[src/rtl/mux_arb_fifo_2x1_if.sv]
// Handshake bundle for mux_arb_fifo_2x1: two push lanes in, one valid/ready word out.
// master drives the lanes and ready_out; slave is the arbiter/FIFO block.
interface mux_arb_fifo_2x1_if #(
    parameter int unsigned W = 2
);
    logic [W-1:0] in_0;
    logic         push_0;
    logic         full_0;
    logic [W-1:0] in_1;
    logic         push_1;
    logic         full_1;
    logic         ready_out;
    logic         valid_out;
    logic [W-1:0] data_out_2;
    logic         selector;

    modport master (
        output in_0, push_0, in_1, push_1, ready_out,
        input  full_0, full_1, valid_out, data_out_2, selector
    );

    modport slave (
        input  in_0, push_0, in_1, push_1, ready_out,
        output full_0, full_1, valid_out, data_out_2, selector
    );
endinterface

[src/rtl/mux_arb_fifo_2x1.sv]
// Two-lane FIFO buffer plus arbiter feeding a registered valid/ready output word.
// Define MUX_ARB_RR_EN for round-robin tie-breaking; default is fixed priority (lane 0).
module mux_arb_fifo_2x1 #(
    parameter int unsigned W     = 2,
    parameter int unsigned DEPTH = 4
) (
    input logic               clk,
    input logic               reset,
    mux_arb_fifo_2x1_if.slave bus
);
    localparam int unsigned AW = $clog2(DEPTH);
    localparam int unsigned PW = AW + 1;

    typedef enum logic {IDLE, SEND} state_t;

    state_t        state, state_next;
    logic [W-1:0]  mem_0 [DEPTH];
    logic [W-1:0]  mem_1 [DEPTH];
    logic [PW-1:0] wr_ptr_0, rd_ptr_0, wr_ptr_1, rd_ptr_1;
    logic [W-1:0]  data_reg;
    logic          sel_reg;
    logic          last_grant;

    logic empty_0, empty_1, full_0, full_1;
    logic wr_en_0, wr_en_1;
    logic valid, load, grant, tie_grant;
    logic pop_0, pop_1;

    assign empty_0 = (wr_ptr_0 == rd_ptr_0);
    assign empty_1 = (wr_ptr_1 == rd_ptr_1);
    assign full_0  = (wr_ptr_0[PW-1] != rd_ptr_0[PW-1]) && (wr_ptr_0[AW-1:0] == rd_ptr_0[AW-1:0]);
    assign full_1  = (wr_ptr_1[PW-1] != rd_ptr_1[PW-1]) && (wr_ptr_1[AW-1:0] == rd_ptr_1[AW-1:0]);

    // Full is judged on the registered pointers, so a push into a full lane is
    // dropped even when that lane is popped in the same cycle.
    assign wr_en_0 = bus.push_0 && !full_0;
    assign wr_en_1 = bus.push_1 && !full_1;

    assign valid = (state == SEND);
    assign load  = (!valid || bus.ready_out) && (!empty_0 || !empty_1);

`ifdef MUX_ARB_RR_EN
    assign tie_grant = ~last_grant;
`else
    // last_grant is tracked in both modes; fixed priority masks it off.
    assign tie_grant = last_grant & 1'b0;
`endif

    always_comb begin
        grant = 1'b0;
        if (empty_0)
            grant = 1'b1;
        else if (!empty_1)
            grant = tie_grant;
    end

    assign pop_0 = load && !grant;
    assign pop_1 = load && grant;

    always_comb begin
        state_next = state;
        case (state)
            IDLE: if (load) state_next = SEND;
            SEND: if (load) state_next = SEND;
                  else if (bus.ready_out) state_next = IDLE;
        endcase
    end

    always_ff @(posedge clk) begin
        if (!reset) begin
            if (wr_en_0) mem_0[wr_ptr_0[AW-1:0]] <= bus.in_0;
            if (wr_en_1) mem_1[wr_ptr_1[AW-1:0]] <= bus.in_1;
        end
    end

    always_ff @(posedge clk) begin
        if (reset) begin
            state      <= IDLE;
            wr_ptr_0   <= '0;
            rd_ptr_0   <= '0;
            wr_ptr_1   <= '0;
            rd_ptr_1   <= '0;
            data_reg   <= '0;
            sel_reg    <= 1'b0;
            last_grant <= 1'b1;
        end else begin
            state <= state_next;
            if (wr_en_0) wr_ptr_0 <= wr_ptr_0 + PW'(1);
            if (wr_en_1) wr_ptr_1 <= wr_ptr_1 + PW'(1);
            if (pop_0)   rd_ptr_0 <= rd_ptr_0 + PW'(1);
            if (pop_1)   rd_ptr_1 <= rd_ptr_1 + PW'(1);
            if (load) begin
                data_reg   <= grant ? mem_1[rd_ptr_1[AW-1:0]] : mem_0[rd_ptr_0[AW-1:0]];
                sel_reg    <= grant;
                last_grant <= grant;
            end
        end
    end

    assign bus.full_0     = full_0;
    assign bus.full_1     = full_1;
    assign bus.valid_out  = valid;
    assign bus.data_out_2 = data_reg;
    assign bus.selector   = sel_reg;
endmodule

[src/flat_wrapper.sv]
// flat-port wrapper written by rule: the top's interface ports become plain ports
module mux_arb_fifo_2x1_flat 
#(
    parameter int unsigned W     = 2,
    parameter int unsigned DEPTH = 4
)
  (clk, reset, bus_in_0, bus_push_0, bus_in_1, bus_push_1, bus_ready_out, bus_full_0, bus_full_1, bus_valid_out, bus_data_out_2, bus_selector);
  mux_arb_fifo_2x1_if #(.W(W)) bus_i ();
  input logic clk;
  input logic reset;
  input wire logic [$bits(bus_i.in_0)-1:0] bus_in_0;
  input wire logic [$bits(bus_i.push_0)-1:0] bus_push_0;
  input wire logic [$bits(bus_i.in_1)-1:0] bus_in_1;
  input wire logic [$bits(bus_i.push_1)-1:0] bus_push_1;
  input wire logic [$bits(bus_i.ready_out)-1:0] bus_ready_out;
  output wire logic [$bits(bus_i.full_0)-1:0] bus_full_0;
  output wire logic [$bits(bus_i.full_1)-1:0] bus_full_1;
  output wire logic [$bits(bus_i.valid_out)-1:0] bus_valid_out;
  output wire logic [$bits(bus_i.data_out_2)-1:0] bus_data_out_2;
  output wire logic [$bits(bus_i.selector)-1:0] bus_selector;
  assign bus_i.in_0 = bus_in_0;
  assign bus_i.push_0 = bus_push_0;
  assign bus_i.in_1 = bus_in_1;
  assign bus_i.push_1 = bus_push_1;
  assign bus_i.ready_out = bus_ready_out;
  assign bus_full_0 = bus_i.full_0;
  assign bus_full_1 = bus_i.full_1;
  assign bus_valid_out = bus_i.valid_out;
  assign bus_data_out_2 = bus_i.data_out_2;
  assign bus_selector = bus_i.selector;
  mux_arb_fifo_2x1 #(.W(W), .DEPTH(DEPTH)) u_core (.clk(clk), .reset(reset), .bus(bus_i));
endmodule
[config.mk]
export PLATFORM = sky130hd
export DESIGN_NAME = mux_arb_fifo_2x1_flat
export DESIGN_NICKNAME = d
export VERILOG_FILES = /design/src/rtl/mux_arb_fifo_2x1_if.sv /design/src/rtl/mux_arb_fifo_2x1.sv /design/src/flat_wrapper.sv
export SDC_FILE = /design/constraint.sdc
export NUM_CORES = 1
export LEC_CHECK = 0
export CAP_MARGIN = 20
export CORE_UTILIZATION = 59
export CTS_BUF_LIST = sky130_fd_sc_hd__clkbuf_4
export CTS_CLUSTER_SIZE = 10
export DETAILED_ROUTE_END_ITERATION = 12
export GPL_TIMING_DRIVEN = 0
export PLACE_DENSITY = 0.9
export SLEW_MARGIN = 40
export SYNTH_ARGS = -nofsm -noshare
export SYNTH_HDL_FRONTEND = slang
export SYNTH_SLANG_ARGS = --single-unit
[constraint.sdc]
create_clock -name clk -period 1.9 [get_ports clk]
set_input_delay 0.19 -clock clk [delete_from_list [all_inputs] [get_ports clk]]
set_output_delay 0.19 -clock clk [all_outputs]
set_load 0.1 [all_outputs]
== After elaboration in Yosys (flattened, before gate mapping) ==
Memories as Yosys holds them, arrays and structs flattened. A register that Yosys moved wholly into a read port is not among the register bits.
Index checks and enable logic that the tools add are counted.
Word-level totals
  word-level logic and storage cells: 51
  memory bits (writable): 16
  output and inout bits: 6
  input port bits: 9
  memories kept: 2
  register bits: 16
Cells by class
  reduce and logical (&&, ||, !) cells: 15
  eq/ne operators: 6
  add/subtract/negate cells: 4
  bitwise gates (word level): 1
  multiplexer cells: 16
Memories
  u_core.mem_0: words 4, bits a word 2, rd ports 1, clocked after memory_dff 1, write ports 1, RTL line mux_arb_fifo_2x1.sv:17  | logic [W-1:0] mem_0 [DEPTH];
  u_core.mem_1: words 4, bits a word 2, rd ports 1, clocked after memory_dff 1, write ports 1, RTL line mux_arb_fifo_2x1.sv:18  | logic [W-1:0] mem_1 [DEPTH];
Operator list (number)
  $add A3 B1 Y3 const B: 4
  $mux W1: 10
  $mux W2: 5
  $logic_and A1 B1 Y1: 7
  $eq A3 B3 Y1: 2
  $logic_not A1 Y1: 6
  $eq A2 B2 Y1: 2
  $logic_or A1 B1 Y1: 2
  $ne A1 B1 Y1: 2
  $pmux W1 S2: 1
  $not A1 Y1: 1

== Logic depth before layout (Yosys ltp) ==
Gate-level depths: netlist of run 1.
  word-level depth: 7
  gate-level depth with buffers: 4
  gate-level depth less buffers: 4

== Worst setup path after synthesis of run 1 ==
Ideal clock, no wire load.
  path kind: register to output
  start: reg u_core.wr_ptr_0[1]
  end: out bus_full_0
  path slack: -989 ps
  path buffers: 0
  required time: 1710 ps
  data arrival time: 2699 ps
  stages on the path, launching flop included: 3
  cells stage by stage: dfxtp_1 xor2_1 nor3_1
Between the ends
  word-level cells in the longest chain between the ends: 2
Ends and longest elaborated chain
  from (decl): RTL line mux_arb_fifo_2x1.sv:19  | logic [PW-1:0] wr_ptr_0, rd_ptr_0, wr_ptr_1, rd_ptr_1;
  from (signal assigned): RTL line mux_arb_fifo_2x1.sv:88  | if (wr_en_0) wr_ptr_0 <= wr_ptr_0 + PW'(1);
  $eq A2 B2 Y1: RTL line mux_arb_fifo_2x1.sv:31  | assign full_0 = (wr_ptr_0[PW-1] != rd_ptr_0[PW-1]) && (wr_ptr_0[AW-1:0] == rd_ptr_0[AW-1:0]);
  $logic_and A1 B1 Y1: RTL line mux_arb_fifo_2x1.sv:31
  to (decl): RTL line flat_wrapper.sv:16  | output wire logic [$bits(bus_i.full_0)-1:0] bus_full_0;
No other way between the ends.

== Final worst setup path of run 1 ==
  start: reg u_core.wr_ptr_0[0]
  end: mem u_core.mem_0[1][1] (enable)
Between the ends
  word-level cells in the longest chain between the ends: 7
Ends and longest elaborated chain
  $eq A2 B2 Y1: RTL line mux_arb_fifo_2x1.sv:31
  $logic_and A1 B1 Y1: RTL line mux_arb_fifo_2x1.sv:31
  $logic_not A1 Y1: RTL line mux_arb_fifo_2x1.sv:36  | assign wr_en_0 = bus.push_0 && !full_0;
  $logic_and A1 B1 Y1: RTL line mux_arb_fifo_2x1.sv:36
  $mux W1: RTL line mux_arb_fifo_2x1.sv:71  | if (wr_en_0) mem_0[wr_ptr_0[AW-1:0]] <= bus.in_0;
  $mux W1: RTL line mux_arb_fifo_2x1.sv:70  | if (!reset) begin
  $mux W1 (implied by the code): RTL line mux_arb_fifo_2x1.sv:71
  to (decl): RTL line mux_arb_fifo_2x1.sv:17
Parallel ways exist; a longest one is shown, timed or not.

==> results.txt, run 1 <==
The flow ran to the end, and the final reports show no timing, DRC or antenna violations. The via count of the first global-routing pass came out at roughly 1.1k. The static leakage power is 0.745 nW. Clock skew on the completed layout was measured at 7.76 ps. Of the cells placed in the final design, the portion with a size suffix greater than 1 is 0.204. The post-detailed-route wirelength per cell came out at roughly 16 um. The number of warning messages in the yosys log came out at 0. The global-route total usage across every layer is 0.222.

The count of max-cap constraint violations came out at 0. The clock tree from TritonCTS is built. Along the worst path, the maximum fanout reaches 5. The HPWL after detailed placement is between 2000 and 2500 um. Synthesis inferred 36 register bits. The core area came out at about 2800 um^2. After clock tree synthesis, the setup repair step added 0 buffers. Sorting the synthesized cells by area gives the leading types as edfxtp_1, dfxtp_1, ha_1, mux4_2, xor2_1. After technology mapping, the gate count stands at approximately 140. The final-report max-slew violation count is 0. The area of all placed cells without fillers is a little under 2000 um^2.

The clock latency of the later-clocked register in the worst-skew pair came out at roughly 340 ps. The first-pass iteration count of the detailed router came out at 4. The count of input and output buffers is 14. The arrival time at the worst endpoint is 1830 ps. The first-pass GRT wire length came out at 5270 um. The share of the synthesized area in the top cell type is 0.282. The effective utilization at floorplan is 0.619.

Summed over all layers, the global routing overflow is 0. The count of H-tree levels built during CTS came out at 2. After the first detailed-routing iteration, the DRC count stood at 22.

Buffers inserted during clock tree synthesis total 5. The final antenna-violating net count came out at 0. The die covers around 3100 um^2. In this run the tightest slew margin relative to its limit is 0.647. The number of antenna violations at the first check in global routing is 0. VDD sags by at most approximately 1 mV. The CTS clock-pin slew for the worst setup and hold paths came out at between 100 and 150 ps. The number of antenna cells inserted came out at 0. Setup slack on the critical path of the routed design comes to approximately 120 ps. The buffer levels on the longest clock path came out at 2. The final weighted congestion of routability-driven global placement came out at a little over 0.8. The final wirelength is 3070 um. The nature of the critical path endpoint is a flop. The worst hold path belongs to the class reg2reg. The slack of the worst reg-to-reg path is about 120 ps. The final period demand of the worst path is between 1500 and 2000 ps. Dividing the final minimum period by the clock period gives 0.937. STA puts the critical path data required time at approximately 2000 ps. The total of endpoints with negative setup slack in the final report came out at 0. The via count of the routed design came out at between 1k and 1.5k. The clock sink total came out at 36.

The final-stage net count is 175. The number of nets in the synthesized netlist is about 150. The cell area after technology mapping is 1710 um^2.

The layout overhead on the synthesized area is 15.9%. The worst slack at placement came out at 89.5 ps. The DRC violation count after routing is 0. A synthesized cell averages 12.6 um^2. The measured slew at the worst slew-check pin is 522 ps. The detail-routed via count per cell came out at about 5.8.

The number of buffers added to fix hold violations after cts came out at 0. The critical path in this run is classified as reg2reg. Setup repair after global routing left no endpoint under its margin. In this run the horizontal extent of the chip is roughly 56 um. The final-layout fill cell count is 196.

Dividing total power by cell area gives a power density of roughly 1300 nW/um^2. The initialized floorplan defines 19 standard-cell rows. The floorplan step set the die height to roughly 56 um. The highest clock rate is 562 MHz. The biggest area contributor in the post-synthesis netlist is edfxtp_1.

Counting distinct cell types in the post-synthesis netlist gives 32. The count of boundary I/O pins came out at 15. The maximum number of pins on one net before global-route repair is 13. The share of the Yosys chip area taken by registers is 0.516. The number of endpoints with negative hold slack in the final report came to 0. STA classifies the critical path startpoint as a flop. Clock tree synthesis selected as its root buffer the cell clkbuf_4. The post-place instance area is ~1900 um^2.
==> final timing paths <==
check                                                      start                                to  depth (start not counted)
worst max-delay path             u_core.wr_ptr_0[0]$_SDFFE_PP0P_      u_core.mem_0[1][1]$_DFFE_PP_                          4
worst min-delay path            u_core.bus.selector$_SDFFE_PP0P_  u_core.bus.selector$_SDFFE_PP0P_                          2
worst max register to register   u_core.wr_ptr_0[0]$_SDFFE_PP0P_      u_core.mem_0[1][1]$_DFFE_PP_                          4
worst min register to register  u_core.bus.selector$_SDFFE_PP0P_  u_core.bus.selector$_SDFFE_PP0P_                          2
==> power breakdown <==
group	total, W	switching (W)	leakage (nW)	internal [W]
logic	0.00105	0.000698	0.394	0.000348
clock network	0.000538	0.000264	0.0412	0.000274
registers	0.00106	0.000128	0.309	0.000927
total	0.00264	0.00109	0.745	0.00155
==> cell usage after synthesis <==
cell type and count:
edfxtp_1 16, nand3_4 1, mux2i_1 5, o311ai_0 1, xor2_2 1, xor2_1 6, xnor2_1 4, inv_1 7
or3_1 3, nor3_1 3, a211oi_1 1, o21ai_0 3, and2_1 8, xnor2_2 2, a31oi_1 1, mux4_2 4
nor2b_1 1, a31o_2 1, o311ai_1 1, o31ai_1 2, and3_1 1, o31ai_2 2, ha_1 10, nand2b_1 2
nor2_1 12, nand4_1 2, clkbuf_1 2, dfxtp_1 20, o31ai_4 1, a31oi_2 1, xnor2_4 1, a21oi_1 10
==> cells by family after synthesis <==
| kind of cell | count (synthesis) | share of synthesized area |
|---|---|---|
| compound gates | 24 | 0.105 |
| mux | 9 | 0.0821 |
| xor+xnor | 14 | 0.0960 |
| flops | 36 | 0.516 |
| fa+ha+maj | 10 | 0.0733 |
| simple gates | 33 | 0.108 |
| buf+inv | 9 | 0.0198 |
==> area by class of cell <==
class / instances / area, um^2 / share of cell area
Inverter: 7 / 26.3 / 0.0133
Buffer: 2 / 7.51 / 0.00380
Multi-Input combinational cell: 90 / 830 / 0.419
Clock inverter: 3 / 42.5 / 0.0215
Sequential cell: 36 / 881 / 0.445
Timing Repair Buffer: 14 / 115 / 0.0582
Clock buffer: 5 / 37.5 / 0.0190
Tap cell: 31 / 38.8 / 0.0196
==> layer usage <==
metal	track usage	wire length, um
met5	0	0
met4	0.0821	87
met3	0.0674	112
met2	0.356	1460
met1	0.286	1410
==> per-stage QoR <==
step / hold slack [ps] / total power [W] / TNS [ps] / utilization / std cells
after CTS: 474 / 0.00262 / 0 / 0.711 / 188
after floorplan: 289 / 0.00188 / 0 / - / 135
after detailed placement: 450 / 0.00210 / 0 / 0.681 / 180
after global routing: 481 / 0.00279 / 0 / 0.717 / 188
after global placement: 445 / 0.00206 / -509 / 0.692 / 180
final: 472 / 0.00264 / 0 / 0.717 / 188
==> cells in the final DEF, fill, tap and decap left out, types with 3 or more instances in the layout <==
cell / synthesis / final
edfxtp_1: 16 / 16
mux2i_1: 5 / 5
mux4_2: 4 / 4
ha_1: 10 / 10
nor2_1: 12 / 12
clkbuf_4: 0 / 6
clkdlybuf4s50_1: 0 / 8
xnor2_1: 4 / 4
or3_1: 3 / 3
and2_1: 8 / 8
inv_1: 7 / 7
xor2_2: 1 / 3
o21ai_0: 3 / 3
a21oi_1: 10 / 10
buf_2: 0 / 4
xor2_1: 6 / 4
dfxtp_1: 20 / 20
==> repair_timing <==
item / CTS / global route
setup endpoints to repair: 1 / 19
resized for setup: 1 / 3
cloned: 0 / 0
==> critical path: stages (launching register included) <==
cell and delay [ps]:
dfxtp_1 480, xor2_1 480, o31ai_4 120, nor2_1 190, and2_1 230
Note: power is estimated with default switching activity, not from simulation.
==> run 2, diff against run 1 <==
Settings changed: GPL_ROUTABILITY_DRIVEN from default to 0.
==> results of run 2 <==
Same layout as run 1: the final DEF is identical, and so are final timing and power.
==> run 3, diff against run 2 <==
Settings changed: CORE_UTILIZATION 59 to 44, PLACE_DENSITY 0.9 to 0.73.
==> run 3 against run 2 <==
Against the previous run:
- sequential power hardly changed
- worst hold slack worse by 6.4 ps
- highest routed layer unchanged
- largest cell class unchanged
- clock power hardly changed
- die area is 33% higher
- cell area is 1.1% higher
- non-clock buffer count stayed put
- final cell count is 9.0% higher
- first-iteration DRC count is 140% higher
==> results.txt, run 3 (synthesis gave the netlist of run 1 again) <==
The clock latency of the later-clocked register in the worst-skew pair was 340 ps (about the same). The count of max-cap constraint violations is 0 (unchanged). The CTS clock-pin slew for the worst setup and hold paths was 120 ps (about the same).

The worst hold path belongs to the class reg2reg. STA classifies the critical path startpoint as a flop. The count of input and output buffers came out at 14 (unchanged).

The post-CTS setup buffer count came out at 0 (unchanged). The area of the die is 4130 um^2 (+33%). The data required time at the worst endpoint came out at 1710 ps (-240 ps).

The worst hold path cell count came to 2 (unchanged). The effective utilization at floorplan is 0.463 (-0.156). The detailed router's first-iteration violation count came to 52 (+140%). The core occupancy in the finished layout came out at 0.542 (-0.175). The worst slack at placement came out at 52.7 ps (-36.8 ps). The detail-routed via count per cell came out at 5.24 (-9.4%). The first-pass GRT wire length was 4880 um (-7.5%).

The count of H-tree levels built during CTS is 2 (unchanged). The buffer levels on the longest clock path came to 2 (unchanged). The root buffer cell is clkbuf_4. The area of all placed cells without fillers came out at 2000 um^2 (+1.1%). The core area came to 3690 um^2 (+34%). The measured slew at the worst slew-check pin came out at 510 ps (-12.4 ps).

The overall overflow remaining after global route is 0 (unchanged). The relative max-transition margin is 0.660 (+0.0127). The count of boundary I/O pins came out at 15 (unchanged). The share of the clock period used by the worst path after layout came out at 0.938 (+0.00133). The startpoint identified for the worst register-to-register timing path is u_core.wr_ptr_0[0]$_SDFFE_PP0P_.

The number of clock buffers inserted by TritonCTS is 5 (unchanged). The share of post-route cells with drive strength above 1 came out at 0.204 (unchanged). The clock sink total is 36 (unchanged). The worst vdd rail ir drop was 0.963 mV (-1.4%). Setup repair after global routing left no endpoint under its margin. The via count of the routed design came out at 1074 (-1.2%).

The number of buffers added to fix hold violations after cts is 0 (unchanged). TritonCTS built the clock tree. The die boundary width came out at 64.3 um (+15%). The post-detailed-route wirelength per cell came to 14.2 um (-13%). The total power per unit cell area was 1320 nW/um^2 (-1.3%).

The total power after layout is 0.00263 W (-0.28%). In this run the critical register-to-register path is captured at u_core.mem_0[3][1]$_DFFE_PP_. The global-route total usage across every layer is 0.158 (-0.0647). The smallest setup slack after layout is 118 ps (-2.52 ps). The most common cell after layout, fill and taps aside is dfxtp_1.

The flow ran to the end, and the final reports show no timing, DRC or antenna violations. The final period demand of the worst path is 1780 ps (+2.52 ps). The number of antenna violations at the first check in global routing came out at 0 (unchanged). The post-place instance area came out at 1900 um^2 (+1.1%). The clock skew after layout was 10.2 ps (+2.48 ps). The number of endpoints with negative hold slack in the final report came out at 0 (unchanged). The DRC violation count after routing was 0 (unchanged). The y dimension of the die is 64.3 um (+15%). In this run the most critical hold path is launched from u_core.bus.selector$_SDFFE_PP0P_. The static leakage power is 0.744 nW (about the same). The maximum number of pins on one net before global-route repair is 13 (unchanged). The placement row count came out at 22 (+3).

The count of placed standard cells including taps came out at 197 (+9.4%). The via count of the first global-routing pass is 1076 (-5.6%). The slack of the worst reg-to-reg path came out at 220 ps (+100 ps). The final wirelength was 2910 um (-5.3%). The HPWL after detailed placement came out at 2160 um (-6.5%). STA classifies the critical path endpoint as an output port. The arrival time at the worst endpoint came out at 1590 ps (-240 ps). The post-cts sizing count is 0 (-1).

The first-pass iteration count of the detailed router is 4 (unchanged). The final cell count without fillers came out at 205 (+9.0%). The final-stage net count came out at 175 (unchanged). The highest clock rate came to 561 MHz (-0.14%). The layout overhead on the synthesized area is 17.2%. The maximum net fanout on the critical path came out at 5 (unchanged). The final-report max-slew violation count is 0 (unchanged).

The number of antenna cells inserted was 0 (unchanged). The top cell types in the final layout, fill and taps aside, are dfxtp_1, edfxtp_1, nor2_1. The count of cells along the worst register-to-register path was 4 (unchanged). The final antenna-violating net count came out at 0 (unchanged).

The worst setup path is of the reg2out kind. The total of endpoints with negative setup slack in the final report is 0 (unchanged). The hold path endpoint is u_core.bus.selector$_SDFFE_PP0P_.
[run 3: changes by cell type in the layout (fill, tap and decap cells not counted), sizes merged]
cell	change
buf	-1
clkbuf	+1
[run 3: per-stage QoR]
stage               hold WS [ps]  TNS, ps
finish                       465        0
global route                 489        0
CTS                          470        0
detailed placement           445        0
floorplan                    289        0
global placement             447     -512
[run 3: critical path, cell delays in order, from the launching register on]
cell and delay, ps:
dfxtp_1 480, xor2_1 450, nor3_4 40, clkbuf_4 290
[run 3: where the power goes]
| group | internal, W | total, W | switching [W] |
|---|---|---|---|
| logic | 0.000347 | 0.00104 | 0.000694 |
| clock network | 0.000274 | 0.000539 | 0.000264 |
| registers | 0.000927 | 0.00105 | 0.000125 |
[run 3: worst max-delay path by stage]
stage	cells past startpoint	slack (ps)	start	to
2_1_floorplan	4	140	u_core.bus.valid_out$_SDFF_PP0_	flop
3_3_place_gp	3	-300	u_core.wr_ptr_0[1]$_SDFFE_PP0P_	bus_full_0
3_5_place_dp	4	50	reset	flop
4_1_cts	3	10	u_core.wr_ptr_0[1]$_SDFFE_PP0P_	bus_full_0
5_1_grt	3	20	u_core.rd_ptr_0[0]$_SDFFE_PP0P_	bus_full_0
6_report	3	120	u_core.wr_ptr_0[0]$_SDFFE_PP0P_	bus_full_0
[run 3: layout make-up]
| cell class | count | area (um^2) |
|---|---|---|
| Inverter | 7 | 26.3 |
| Timing Repair Buffer | 14 | 115 |
| Fill cell | 336 | 1690 |
| Sequential cell | 36 | 881 |
| Clock buffer | 5 | 37.5 |
| Tap cell | 48 | 60.1 |
| Buffer | 2 | 7.51 |
| Multi-Input combinational cell | 90 | 830 |
| Clock inverter | 3 | 42.5 |
[run 3: routing by layer]
metal	share of wire	up-vias	global-route usage	wire, um
met4	0.016	0	0.0833	46
met3	0.050	5	0.0339	145
met1	0.45	509	0.198	1320
li1	-	528	-	-
met5	0	-	0	0
met2	0.48	32	0.253	1390
